## config.mk

```make
export PLATFORM = sky130hd
export DESIGN_NAME = muldiv_unit
export DESIGN_NICKNAME = d
export VERILOG_FILES = /design/src/rtl/muldiv_pkg.sv /design/src/rtl/muldiv_step.sv /design/src/rtl/muldiv_unit.sv
export SDC_FILE = /design/constraint.sdc
export NUM_CORES = 1
export LEC_CHECK = 0
export BUFFER_PORTS_ARGS = -buffer_cell sky130_fd_sc_hd__buf_4
export CORE_ASPECT_RATIO = 1.5
export CORE_MARGIN = 2
export CORE_UTILIZATION = 23
export CTS_BUF_LIST = sky130_fd_sc_hd__clkbuf_8
export DETAILED_ROUTE_END_ITERATION = 7
export MAX_ROUTING_LAYER = met4
export SYNTH_ARGS = -nofsm -noshare
export SYNTH_HDL_FRONTEND = slang
export SYNTH_SLANG_ARGS = --single-unit
```

## constraint.sdc

```tcl
create_clock -name clk -period 5.4 [get_ports clk]
set_input_delay 0.27 -clock clk [delete_from_list [all_inputs] [get_ports clk]]
set_output_delay 0.27 -clock clk [all_outputs]
set_load 0.005 [all_outputs]
```

## src/rtl/muldiv_pkg.sv

```systemverilog
// ============================================================================
// Module   : muldiv_pkg
// Purpose  : Shared encodings and constants for the iterative RV32M unit.
// Revision : 1.0 - initial release
// ============================================================================
`default_nettype none

package muldiv_pkg;

    localparam logic [2:0] OP_MUL    = 3'b000;
    localparam logic [2:0] OP_MULH   = 3'b001;
    localparam logic [2:0] OP_MULHSU = 3'b010;
    localparam logic [2:0] OP_MULHU  = 3'b011;
    localparam logic [2:0] OP_DIV    = 3'b100;
    localparam logic [2:0] OP_DIVU   = 3'b101;
    localparam logic [2:0] OP_REM    = 3'b110;
    localparam logic [2:0] OP_REMU   = 3'b111;

    typedef enum logic [1:0] {
        S_IDLE = 2'd0,
        S_CALC = 2'd1,
        S_DONE = 2'd2
    } state_t;

    typedef enum logic {
        STEP_MUL = 1'b0,
        STEP_DIV = 1'b1
    } step_mode_t;

    localparam int unsigned c_iter_count = 32;
    localparam int unsigned c_cnt_w      = $clog2(c_iter_count);

endpackage

`default_nettype wire

```

## src/rtl/muldiv_step.sv

```systemverilog
// ============================================================================
// Module   : muldiv_step
// Purpose  : One combinational shift-add (multiply) or restoring (divide) step.
// Revision : 1.0 - initial release
// ============================================================================
`default_nettype none

module muldiv_step
    import muldiv_pkg::*;
(
    input  step_mode_t  mode,
    input  logic [63:0] acc,
    input  logic [31:0] operand,
    output logic [63:0] acc_next,
    output logic        q_bit
);

    logic [32:0] w_sum;
    logic [32:0] w_pr;
    logic [32:0] w_diff;

    // Multiply: acc = {partial hi, remaining multiplier bits}.
    // Divide:   acc = {partial remainder, dividend bits shifting out / quotient in}.
    always_comb begin
        w_sum    = {1'b0, acc[63:32]} + {1'b0, (acc[0] ? operand : 32'd0)};
        w_pr     = {acc[63:32], acc[31]};
        w_diff   = w_pr - {1'b0, operand};
        q_bit    = 1'b0;
        acc_next = {w_sum, acc[31:1]};
        if (mode == STEP_DIV) begin
            // Partial remainder stays below 2*divisor, so bit 32 is a clean borrow.
            q_bit    = ~w_diff[32];
            acc_next = {(q_bit ? w_diff[31:0] : w_pr[31:0]), acc[30:0], 1'b0};
        end
    end

endmodule

`default_nettype wire

```

## src/rtl/muldiv_unit.sv

```systemverilog
// ============================================================================
// Module   : muldiv_unit
// Purpose  : Iterative RV32M multiply/divide with start/busy/done handshake.
// Revision : 1.0 - initial release
// ============================================================================
`default_nettype none

module muldiv_unit
    import muldiv_pkg::*;
#(
    parameter int XLEN = 32
) (
    input  logic            clk,
    input  logic            rst,
    input  logic            start,
    input  logic [2:0]      op,
    input  logic [XLEN-1:0] a,
    input  logic [XLEN-1:0] b,
    output logic            busy,
    output logic            done,
    output logic [XLEN-1:0] result
);

    localparam logic [c_cnt_w-1:0] c_last = c_cnt_w'(c_iter_count - 1);

    state_t               r_state;
    state_t               w_state_next;
    logic [2:0]           r_op;
    logic                 r_neg;
    logic                 r_rem_neg;
    logic [63:0]          r_acc;
    logic [31:0]          r_operand;
    logic [c_cnt_w-1:0]   r_counter;
    logic [31:0]          r_result;

    logic        w_accept;
    logic        w_last;
    logic        w_sa;
    logic        w_sb;
    logic        w_signed_div;
    logic        w_fast;
    logic [31:0] w_a_mag;
    logic [31:0] w_b_mag;
    logic [31:0] w_fast_result;
    logic [63:0] w_acc_next;
    logic        w_qbit;
    logic [63:0] w_acc_iter;
    logic [63:0] w_prod;
    logic [31:0] w_quot;
    logic [31:0] w_rem;
    logic [31:0] w_final_result;

    assign w_accept = start && (r_state != S_CALC);
    assign w_last   = (r_counter == c_last);

    // Operand decode on the accept edge
    always_comb begin
        w_sa         = a[31] && (op == OP_MUL || op == OP_MULH || op == OP_MULHSU ||
                                 op == OP_DIV || op == OP_REM);
        w_sb         = b[31] && (op == OP_MUL || op == OP_MULH ||
                                 op == OP_DIV || op == OP_REM);
        w_a_mag      = w_sa ? (32'd0 - a) : a;
        w_b_mag      = w_sb ? (32'd0 - b) : b;
        w_signed_div = (op == OP_DIV) || (op == OP_REM);
        w_fast       = 1'b0;
        w_fast_result = 32'd0;
        if (op[2] && (b == 32'd0)) begin
            w_fast        = 1'b1;
            w_fast_result = op[1] ? a : 32'hFFFF_FFFF;
        end else if (w_signed_div && (a == 32'h8000_0000) && (b == 32'hFFFF_FFFF)) begin
            w_fast        = 1'b1;
            w_fast_result = op[1] ? 32'd0 : 32'h8000_0000;
        end
    end

    muldiv_step u_step (
        .mode     (step_mode_t'(r_op[2])),
        .acc      (r_acc),
        .operand  (r_operand),
        .acc_next (w_acc_next),
        .q_bit    (w_qbit)
    );

    assign w_acc_iter = w_acc_next | {63'd0, w_qbit};

    // Sign fix-up and result selection on the final iteration
    always_comb begin
        w_prod = r_neg ? (64'd0 - w_acc_iter) : w_acc_iter;
        w_quot = r_neg ? (32'd0 - w_acc_iter[31:0]) : w_acc_iter[31:0];
        w_rem  = r_rem_neg ? (32'd0 - w_acc_iter[63:32]) : w_acc_iter[63:32];
        case (r_op)
            OP_MUL:                       w_final_result = w_prod[31:0];
            OP_MULH, OP_MULHSU, OP_MULHU: w_final_result = w_prod[63:32];
            OP_DIV, OP_DIVU:              w_final_result = w_quot;
            default:                      w_final_result = w_rem;
        endcase
    end

    always_ff @(posedge clk) begin
        if (rst) begin
            r_state <= S_IDLE;
        end else begin
            r_state <= w_state_next;
        end
    end

    always_comb begin
        w_state_next = r_state;
        case (r_state)
            S_IDLE: begin
                if (start) w_state_next = w_fast ? S_DONE : S_CALC;
            end
            S_CALC: begin
                if (w_last) w_state_next = S_DONE;
            end
            S_DONE: begin
                if (start) w_state_next = w_fast ? S_DONE : S_CALC;
                else       w_state_next = S_IDLE;
            end
            default: w_state_next = S_IDLE;
        endcase
    end

    always_ff @(posedge clk) begin
        if (rst) begin
            r_op      <= OP_MUL;
            r_neg     <= 1'b0;
            r_rem_neg <= 1'b0;
            r_acc     <= 64'd0;
            r_operand <= 32'd0;
            r_counter <= '0;
            r_result  <= 32'd0;
        end else if (w_accept) begin
            r_op      <= op;
            r_neg     <= w_sa ^ w_sb;
            r_rem_neg <= w_sa;
            r_acc     <= {32'd0, w_a_mag};
            r_operand <= w_b_mag;
            r_counter <= '0;
            if (w_fast) r_result <= w_fast_result;
        end else if (r_state == S_CALC) begin
            r_acc     <= w_acc_iter;
            r_counter <= r_counter + c_cnt_w'(1);
            if (w_last) r_result <= w_final_result;
        end
    end

    assign busy   = (r_state == S_CALC);
    assign done   = (r_state == S_DONE);
    assign result = r_result;

endmodule

`default_nettype wire

```

[Yosys cells after proc, flatten, opt, wreduce, memory -nomap -nowiden]
Index checks and enable logic that the tools add are counted.
Widths: inputs -> output; s select.
Storage, ports and cells
  input bits: 70
  logic and storage cells: 89
  register bits after elaboration: 140
  output and inout port bits: 34
Operators by class
  add/sub/neg operators: 8
  muxes and demuxes: 27
  equality and inequality tests: 18
  reductions and logical operators: 24
  bitwise gates (word level): 3
Operators by type and width (number)
  $mux 32: 16
  $mux 64: 2
  $sub 1x32->32 const A: 4
  $pmux 32 s3: 1
  $eq 32x32->1 const B: 2
  $or 64x1->64: 1
  $sub 1x64->64 const A: 1
  $add 32x32->33: 1
  $sub 33x32->33: 1
  $logic_not 32->1: 1
  $eq 3x3->1 const B: 4
  $eq 3x2->1 const B: 3
  $mux 2: 4
  $logic_or 1x1->1: 7
  $eq 3x1->1 const B: 2
  $logic_and 1x1->1: 6
  $logic_not 3->1: 2
  $ne 2x1->1 const B: 3
  $pmux 2 s3: 1
  $add 5x1->5 const B: 1
  $eq 5x5->1 const B: 1
  $reduce_bool 2->1: 2
  $reduce_or 2->1: 2
  $mux 1: 3
  9 further kinds: 9

[Depth between registers and ports, before layout]
Gate-level depths: netlist (run 1).
  depth in word-level cells: 10
  mapped depth: 27
  gate-level depth less buffers: 23

[By module]
Synthesis (run 1) repeated with hierarchy kept, for this count alone.
Second synthesis, totals
  cell total of the unflattened synthesis: 2039
  area, all modules: 14415.1 sq um
Modules (own cells, without submodules)
  muldiv_unit: area each 9766.9 sq um, times used 1, cells an instance 1356, sequential area each 2802.7 sq um
  muldiv_step: area each 4648.2 sq um, times used 1, cells an instance 683, sequential area each 0.0 sq um

[Worst setup path before layout (run 1)]
No wires, ideal clock.
  path type: reg2reg
  start point: register r_acc[31]
  end point: register r_result[22] (netlist: result[22])
  data arrival time: 5.697 ns
  period minus slack after synthesis: 5.788 ns
  data required time: 5.309 ns
  path slack: -0.388 ns
  setup time: 0.091 ns
  path buffers: 4
  stages on the path, launching flop included: 25
  cell sequence: dfxtp_1 -> inv_1 -> ha_1 -> fa_1 -> nand2b_1 -> a21oi_1 -> o21a_1 -> o211ai_1 -> a211oi_2 -> buf_4 -> clkbuf_1 -> buf_2 -> a21oi_1 -> mux2i_1 -> ha_1 -> inv_1 -> or4_1 -> a32o_1 -> or3_1 -> clkbuf_1 -> nor2_1 -> a31oi_1 -> xnor2_1 -> a221o_1 -> a311oi_1
On the way
  cells in the longest elaborated chain, start to end: 10
  elaborated cells between the ends (all ways): 16
  those cells by class: add/sub: 4; mux: 10; bitwise: 2
Ends and longest elaborated chain
  start, declared: line muldiv_unit.sv:31  | logic [63:0] r_acc;
  start signal, assigned: line muldiv_unit.sv:137  | r_acc <= {32'd0, w_a_mag};
  start signal, assigned: line muldiv_unit.sv:142  | r_acc <= w_acc_iter;
  $sub 33x32->33: line muldiv_step.sv:27  | w_diff = w_pr - {1'b0, operand};
  $mux 32 or $not 1->1 (tied branches): line muldiv_step.sv:33, muldiv_step.sv:32
  $mux 64 or $mux 1 (tied branches): line muldiv_step.sv:30  | if (mode == STEP_DIV) begin
  $or 64x1->64 (*): line muldiv_unit.sv:84  | assign w_acc_iter = w_acc_next | {63'd0, w_qbit};
  $sub 1x64->64 (tied with other cells): line muldiv_unit.sv:88  | w_prod = r_neg ? (64'd0 - w_acc_iter) : w_acc_iter;
  $mux 64 (tied with other cells): line muldiv_unit.sv:88
  $pmux 32 s3 (*): line muldiv_unit.sv:91  | case (r_op)
  $mux 32 (*): line muldiv_unit.sv:144  | if (w_last) r_result <= w_final_result;
  $mux 32 (*): line muldiv_unit.sv:141  | end else if (r_state == S_CALC) begin
  $mux 32 (*): line muldiv_unit.sv:133  | end else if (w_accept) begin
  end signal, assigned: line muldiv_unit.sv:140  | if (w_fast) r_result <= w_fast_result;
  end signal, assigned: line muldiv_unit.sv:144
  end, declared: line muldiv_unit.sv:34  | logic [31:0] r_result;
Mark *: on every way between the ends. The rest lies on a longest branch, timed or not. The select of a mux whose other input is x is not followed.
A chain may end at the register's enable or synchronous reset.

[Worst setup path after layout (run 1)]
  start point: register r_acc[31]
  end point: register r_result[20] (netlist: result[20])
Same word-level chain as after synthesis.

==> results of run 1 <==
## kinds of logic (layout without fill, tap and decap cells)
| kind of cell | count (synthesis) | count (layout) |
|---|---|---|
| simple gates | 833 | 833 |
| compound gates | 691 | 691 |
| buf+inv | 213 | 387 |
| xor+xnor | 182 | 182 |
| flops | 140 | 140 |
| fa+ha+maj | 73 | 73 |
| mux | 52 | 52 |
| other cells | 0 | 1 |
## path summary, 6_finish.rpt
kind	slack [ns]	from	to	depth (start not counted)
worst max-delay path	0.19	r_acc[31]	result[20]	23
worst min-delay path	0.03	op[0]	r_op[0]	3
worst max register to register	0.19	r_acc[31]	result[20]	23
worst min register to register	0.47	result[0]	result[0]	2
## per-layer routing
| layer | share of wire | global-route usage | routed length (um) | vias to the layer above |
|---|---|---|---|---|
| met4 | 0.10 | 0.175 | 6490 | 0 |
| met3 | 0.042 | 0.0185 | 2730 | 252 |
| met1 | 0.36 | 0.197 | 23600 | 8071 |
| met2 | 0.49 | 0.345 | 32100 | 675 |
| met5 | 0 | - | 0 | - |
| li1 | - | - | - | 8250 |
## worst reg2reg max path: cells and delay by family, from the launching register on
kind	cells	cell delay, ns
multiplexers	1	0.21
buffers and inverters	3	0.29
AO/OA/AOI/OAI	10	1.84
AND/OR/NAND/NOR	5	1.43
adder cells (fa/ha/maj)	3	0.79
flip-flops	1	0.33
XOR/XNOR	1	0.18
## cell usage after synthesis, types with 10 or more instances
| master | count | area share |
|---|---|---|
| a211oi_1 | 74 | 0.037 |
| a21o_1 | 15 | 0.0075 |
| a21oi_1 | 204 | 0.068 |
| a311oi_1 | 19 | 0.011 |
| a31oi_1 | 25 | 0.010 |
| and2_1 | 10 | 0.0042 |
| and3_1 | 10 | 0.0042 |
| buf_1 | 15 | 0.0038 |
| buf_2 | 17 | 0.0057 |
| clkbuf_1 | 110 | 0.028 |
| dfxtp_1 | 140 | 0.19 |
| ha_1 | 71 | 0.059 |
| inv_1 | 67 | 0.017 |
| mux2_2 | 26 | 0.020 |
| mux2i_1 | 26 | 0.017 |
| nand2_1 | 235 | 0.059 |
| nand2b_1 | 22 | 0.0092 |
| nand3_1 | 41 | 0.014 |
| nand4_1 | 31 | 0.013 |
| nor2_1 | 311 | 0.078 |
| nor2b_1 | 12 | 0.0050 |
| nor3_1 | 59 | 0.020 |
| nor4_1 | 12 | 0.0050 |
| o211ai_1 | 17 | 0.0085 |
| o21a_1 | 12 | 0.0060 |
| o21ai_0 | 155 | 0.052 |
| o21bai_1 | 11 | 0.0055 |
| o221ai_1 | 14 | 0.0082 |
| o22ai_1 | 20 | 0.0084 |
| o31ai_1 | 21 | 0.011 |
| or2_2 | 15 | 0.0063 |
| or3_1 | 19 | 0.0079 |
| or4_1 | 14 | 0.0070 |
| xnor2_1 | 89 | 0.052 |
| xor2_1 | 93 | 0.054 |
## power groups by stage
| stage | registers, mW | logic (mW) | clock network (mW) |
|---|---|---|---|
| 2_1_floorplan | 1.15 | 1.19 | 0 |
| 3_3_place_gp | 1.17 | 1.85 | 0 |
| 3_5_place_dp | 1.17 | 1.85 | 0 |
| 4_1_cts | 1.15 | 1.86 | 1.01 |
| 5_1_grt | 1.16 | 2.06 | 1.04 |
| 6_report | 1.15 | 1.91 | 0.997 |
## state kept, by name, indices dropped and copies added, names as in the netlist
register   cells
r_op           3
result        32
r_neg          1
r_counter      5
r_operand     32
r_state        2
r_rem_neg      1
r_acc         64
## final cells by class
type	count	area (um2)
clock buffers	19	262
repair buffers	286	2190
fillers	7299	46200
clock inverters	13	165
flip-flops and latches	140	2810
well taps	870	1090
diodes	1	2.50
inverters	69	259
multi-input cells	1831	11500
## metrics by stage
step                hold slack (ns)  instances  utilization  TNS [ns]
floorplan                     0.406       2184            -         0
global placement              0.444       3192        0.275         0
detailed placement            0.450       3192        0.275         0
CTS                         0.00699       3224        0.282         0
global route                 0.0412       3229        0.283   -0.0539
finish                       0.0331       3229        0.283         0
## repair_timing
item	in CTS	in global routing
buffers inserted	0	4
gates resized for setup	1	32
pin swaps	0	15
endpoints found under the setup margin	1	23
endpoints found under the hold margin	0	0
==> metrics.md, run 1 <==
| Metric | Value |
|---|---|
| Most frequent cells in the layout | `nor2_1 (308), buf_4 (281), nand2_1 (235)` |
| Peak VDD IR | `approximately 0.18 mV` |
| Hold WC Path Type | `in -> reg` |
| Status | `finished, final reports clean` |
| Reg power frac | `0.284` |
| Hold_buf cts | `0` |
| Crit path time final | `between 5 and 6 ns` |
| DRT Pass-1 Iters | `5` |
| Mean Syn Cell Area | `6.86 um2` |
| Cell area after synthesis | `15,000 um2` |
| Startpoint Class | `flip-flop` |
| Setup violators final | `0` |
| Fin. Hold Viols | `0` |
| Max FO, Critical Path | `6` |
| Area grow syn2layout | `22.0%` |
| Die H | `between 300 and 400 um` |
| Pwr Total | `~4.1 mW` |
| Share of flip-flops with an asynchronous set or reset | `0` |
| GP Congestion | `between 0.9 and 1` |
| Final nets | `around 2,500` |
| Total wire length | `64.9 mm` |
| DP Worst Slack | `approximately 0.042 ns` |
| GRT Overall Usage | `0.198` |
| Lkg Pwr | `6.97 nW` |
| CP Capture Type | `flip-flop` |
| DR iter-0 viols | `1,153` |
| Pin count of the biggest net entering global routing | `74` |
| Vias per cell | `between 5 and 6` |
| H-tree depth | `4` |
| First-pass GRT wire length | `98.9 mm` |
| Post-DP Area | `approximately 18,000 um2` |
| Largest family of logic cells by synthesized area | `compound AO/OA/AOI/OAI gates` |
| Post-synth EDFFs | `0` |
| RSZ-0062 raised after global routing | `true` |
| Fin Clk Skew | `0.0181 ns` |
| #FFs+latches synth | `140` |
| Seq/Total Area, Yosys | `0.187` |
| CP required | `5.78 ns` |
| IO Count | `104` |
| Grt total ovfl | `0` |
| F_max | `192 MHz` |
| Power per cell area | `222 nW/um2` |
| DR vias | `about 17,000` |
| Arr. time, crit path | `approximately 5.6 ns` |
| Clock-pin transition on the worst setup and hold timing paths | `0.09 ns` |
| Commonest non-fill, non-tap cell in the layout | `nor2_1` |
| Chip width | `212 um` |
| Multiplexer share of the synthesized area | `0.0369` |
| CTS tree | `done` |
| Drt drc | `0` |
| Worst Tran Pin Value | `roughly 1.0 ns` |
| CP bufs+invs | `3` |
| Adder-cell area share of the yosys netlist | `0.0620` |
| Root Driver | `clkbuf_8` |
| Vias in the first global route | `16,900` |
| Max-cap viol count | `0` |
| Clock Latency Late Sink | `about 0.52 ns` |
| Post-Syn Instances | `2,184` |
| Detail Route Antenna Nets | `0` |
| Cell Chain, Critical Path | `inv_1, ha_1, fa_2, nand2b_4, a21oi_4, o21a_1, o211ai_1, buf_4, a211o_1, nand2_1, o21ai_0, mux2i_1, ha_2, inv_1, or4_1, a32o_2, or3_4, nand3b_1, o21ai_1, xor2_1, o22ai_1, a21oi_1, o22ai_1` |
| Int Power | `2.31 mW` |
| Max-slew violation count | `0` |
| Synth Warn # | `0` |
| Post-Synth XOR/XNOR Area | `0.106` |
| Die area | `67,200 um2` |
| Max_slew headroom | `0.307` |
| Synth Area in Compound Gates | `0.295` |
| IO Port Bufs | `between 100 and 150` |
| Clock Path Buffers | `2` |
| Largest delay contributor family on the critical path | `compound AO/OA/AOI/OAI gates` |
| Clk pwr share | `0.245` |
| Core ar. | `64,500 um2` |
| Initial antenna violation count | `1` |
| Sw power | `1.75 mW` |
| Sw Share | `0.431` |
| Layout cells sized above 1 | `0.174` |
| Logic pwr share | `0.471` |
| Sink Count | `140` |
| Post-Syn Nets | `2,327` |
| Dominant synthesized flop cell | `dfxtp_1` |
| Highest cell delay on the worst timing path | `0.55 ns` |
| TritonCTS Buffers | `17` |
| DP HPWL | `a little over 50 mm` |
| Period utilization | `0.964` |
| Slowest-stage cell, CP | `or4_1` |
| Post-synth cell types | `93` |
| Design area | `~18,000 um2` |
| Post-synthesis simple-gate area fraction | `0.257` |
| Core Rows | `114` |
| Worst Path Class, Setup | `reg -> reg` |
| Initial core utilization | `0.232` |
| Final Worst Setup Slack | `between 0.15 and 0.2 ns` |
| WL/cell | `20.1 um` |
Power figures use the tool's default switching activity.
==> run 2: changes to the inputs <==
==> constraint.sdc (replaced) <==
create_clock -name clk -period 5.4 [get_ports clk]
set_input_delay 1.08 -clock clk [delete_from_list [all_inputs] [get_ports clk]]
set_output_delay 1.08 -clock clk [all_outputs]
set_load 0.005 [all_outputs]
==> run 2 against run 1 <==
Final area down 0.39%. Hold slack improved by 0.43 ns. Die area is the same. Sequential power about the same. Sequential share of layout area increased by 0.060 points.
==> metrics.md, run 2 (same netlist as run 1, synthesis figures left out) <==
| Metric | Value |
|---|---|
| Fill cells | `7,184` |
| GP Congestion | `between 0.9 and 1` |
| Max FO, Critical Path | `5` |
| Grt total ovfl | `0` |
| Clock-pin transition on the worst setup and hold timing paths | `0.10 ns` |
| Crit path time final | `5.23 ns` |
| Slowest-stage cell, CP | `a2111oi_1` |
| DP HPWL | `52.7 mm` |
| Cell Chain, Critical Path | `ha_1, nand2_1, buf_4, nor4_4, a2bb2oi_1, and3b_4, a2111oi_1, buf_4, o2111ai_1, o311ai_1, nand2_1, or2_2, or4_1, nand4_1, o311ai_1, buf_4, a21oi_1, nor3_2` |
| Core Rows | `roughly 110` |
| Sink Count | `140` |
| CP bufs+invs | `3` |
| CTS tree | `done` |
| Fin Clk Skew | `0.0192 ns` |
| Initial antenna violation count | `2` |
| IO Count | `104` |
| WL/cell | `20.7 um` |
| Worst Path Class, Setup | `reg -> reg` |
| Worst path most repeated cell | `buf_4` |
| Setup violators final | `0` |
| Clock Path Buffers | `2` |
| Max_slew headroom | `0.315` |
| Design area | `18,200 um2` |
| GRT Overall Usage | `0.202` |
| Layout cells sized above 1 | `0.172` |
| Initial core utilization | `0.232` |
| Commonest non-fill, non-tap cell in the layout | `nor2_1` |
| Register with the most flip-flops | `r_acc` |
| Max-cap viol count | `0` |
| TritonCTS Buffers | `17` |
| CP Capture Type | `flip-flop` |
| Die area | `67,200 um2` |
| Period utilization | `0.968` |
| Startpoint Class | `flip-flop` |
| Total wire length | `~67 mm` |
| DR vias | `17,400` |
| Worst Tran Pin Value | `between 1 and 1.5 ns` |
| Max-slew violation count | `0` |
| Largest delay contributor family on the critical path | `simple AND/OR/NAND/NOR gates` |
| Pin count of the biggest net entering global routing | `between 80 and 90` |
| Hold slack final | `0.465 ns` |
| Area grow syn2layout | `21.6%` |
| DR iter-0 viols | `1,353` |
| Highest cell delay on the worst timing path | `0.81 ns` |
| Vias per cell | `between 5 and 6` |
| Clock Latency Late Sink | `between 0.5 and 0.6 ns` |
| Root Driver | `clkbuf_8` |
| Vias in the first global route | `16,900` |
| Drt drc | `0` |
| Arr. time, crit path | `between 5 and 6 ns` |
| Chip width | `212 um` |
| Power per cell area | `218 nW/um2` |
| Most frequent cells in the layout | `nor2_1 (309), buf_4 (272), nand2_1 (235)` |
| DP Worst Slack | `0.00887 ns` |
| Final Worst Setup Slack | `0.171 ns` |
| CP required | `5.78 ns` |
| Final nets | `2,479` |
| Hold WC Path Type | `reg -> reg` |
| Status | `finished, final reports clean` |
| Max reg flops | `between 60 and 70` |
| DRT Pass-1 Iters | `5` |
| Detail Route Antenna Nets | `0` |
| Lkg Pwr | `6.93 nW` |
| IO Port Bufs | `between 100 and 150` |
| Die H | `317 um` |
| Post-DP Area | `17,700 um2` |
| First-pass GRT wire length | `~100 mm` |
| Fin. Hold Viols | `0` |
| F_max | `191 MHz` |
| H-tree depth | `4` |
| Core ar. | `between 60,000 and 70,000 um2` |
| Peak VDD IR | `0.161 mV` |
| RSZ-0062 raised after global routing | `true` |
==> run 2: report_power, final <==
| part | switching (mW) | internal (mW) | total (mW) |
|---|---|---|---|
| logic | 1.19 | 0.735 | 1.92 |
| clock network | 0.513 | 0.376 | 0.889 |
| registers | 0.0689 | 1.09 | 1.16 |
| total | 1.77 | 2.20 | 3.97 |
==> run 2: final cells by class <==
class                           count  area [um2]  area share
Clock inverter                     14         123     0.00673
Clock buffer                       18         248      0.0136
Inverter                           69         259      0.0142
Tap cell                          870        1090      0.0598
Sequential cell                   140        2810       0.154
Timing Repair Buffer              277        2140       0.118
Antenna cell                        2        5.00    0.000275
Multi-Input combinational cell   1831       11500       0.633
==> run 2: through the flow <==
| stage | cells | TNS [ns] | power [mW] | utilization |
|---|---|---|---|---|
| 2_1_floorplan | 2184 | 0 | 2.34 | - |
| 3_3_place_gp | 3183 | 0 | 3.03 | 0.274 |
| 3_5_place_dp | 3183 | 0 | 3.02 | 0.274 |
| 4_1_cts | 3215 | 0 | 3.92 | 0.280 |
| 5_1_grt | 3221 | -0.177 | 4.17 | 0.282 |
| 6_report | 3221 | 0 | 3.97 | 0.282 |
==> run 2: final timing paths <==
| path | startpoint | to | slack (ns) | cells past startpoint |
|---|---|---|---|---|
| max | r_acc[53] | result[29] | 0.17 | 18 |
| min | result[5] | result[5] | 0.46 | 2 |
| max reg2reg | r_acc[53] | result[29] | 0.17 | 18 |
| min reg2reg | result[5] | result[5] | 0.46 | 2 |
==> run 2: timing repair <==
action	in CTS	in global routing
gates resized for setup	1	33
endpoints found under the hold margin	0	0
setup endpoints to repair	1	18
setup buffers	0	4
hold buffers	0	0
pin swaps	0	17
==> run 2: per-layer routing <==
metal,global-route usage,routed length [um]
met1,0.200,23700
met2,0.355,33400
met3,0.0207,3130
met4,0.172,6310
met5,-,0
==> run 2: worst min-delay path, delay by kind of cell, from the launching register on <==
kind / cells / cell delay, ns
flops: 1 / 0.33
compound gates: 1 / 0.05
simple gates: 1 / 0.05
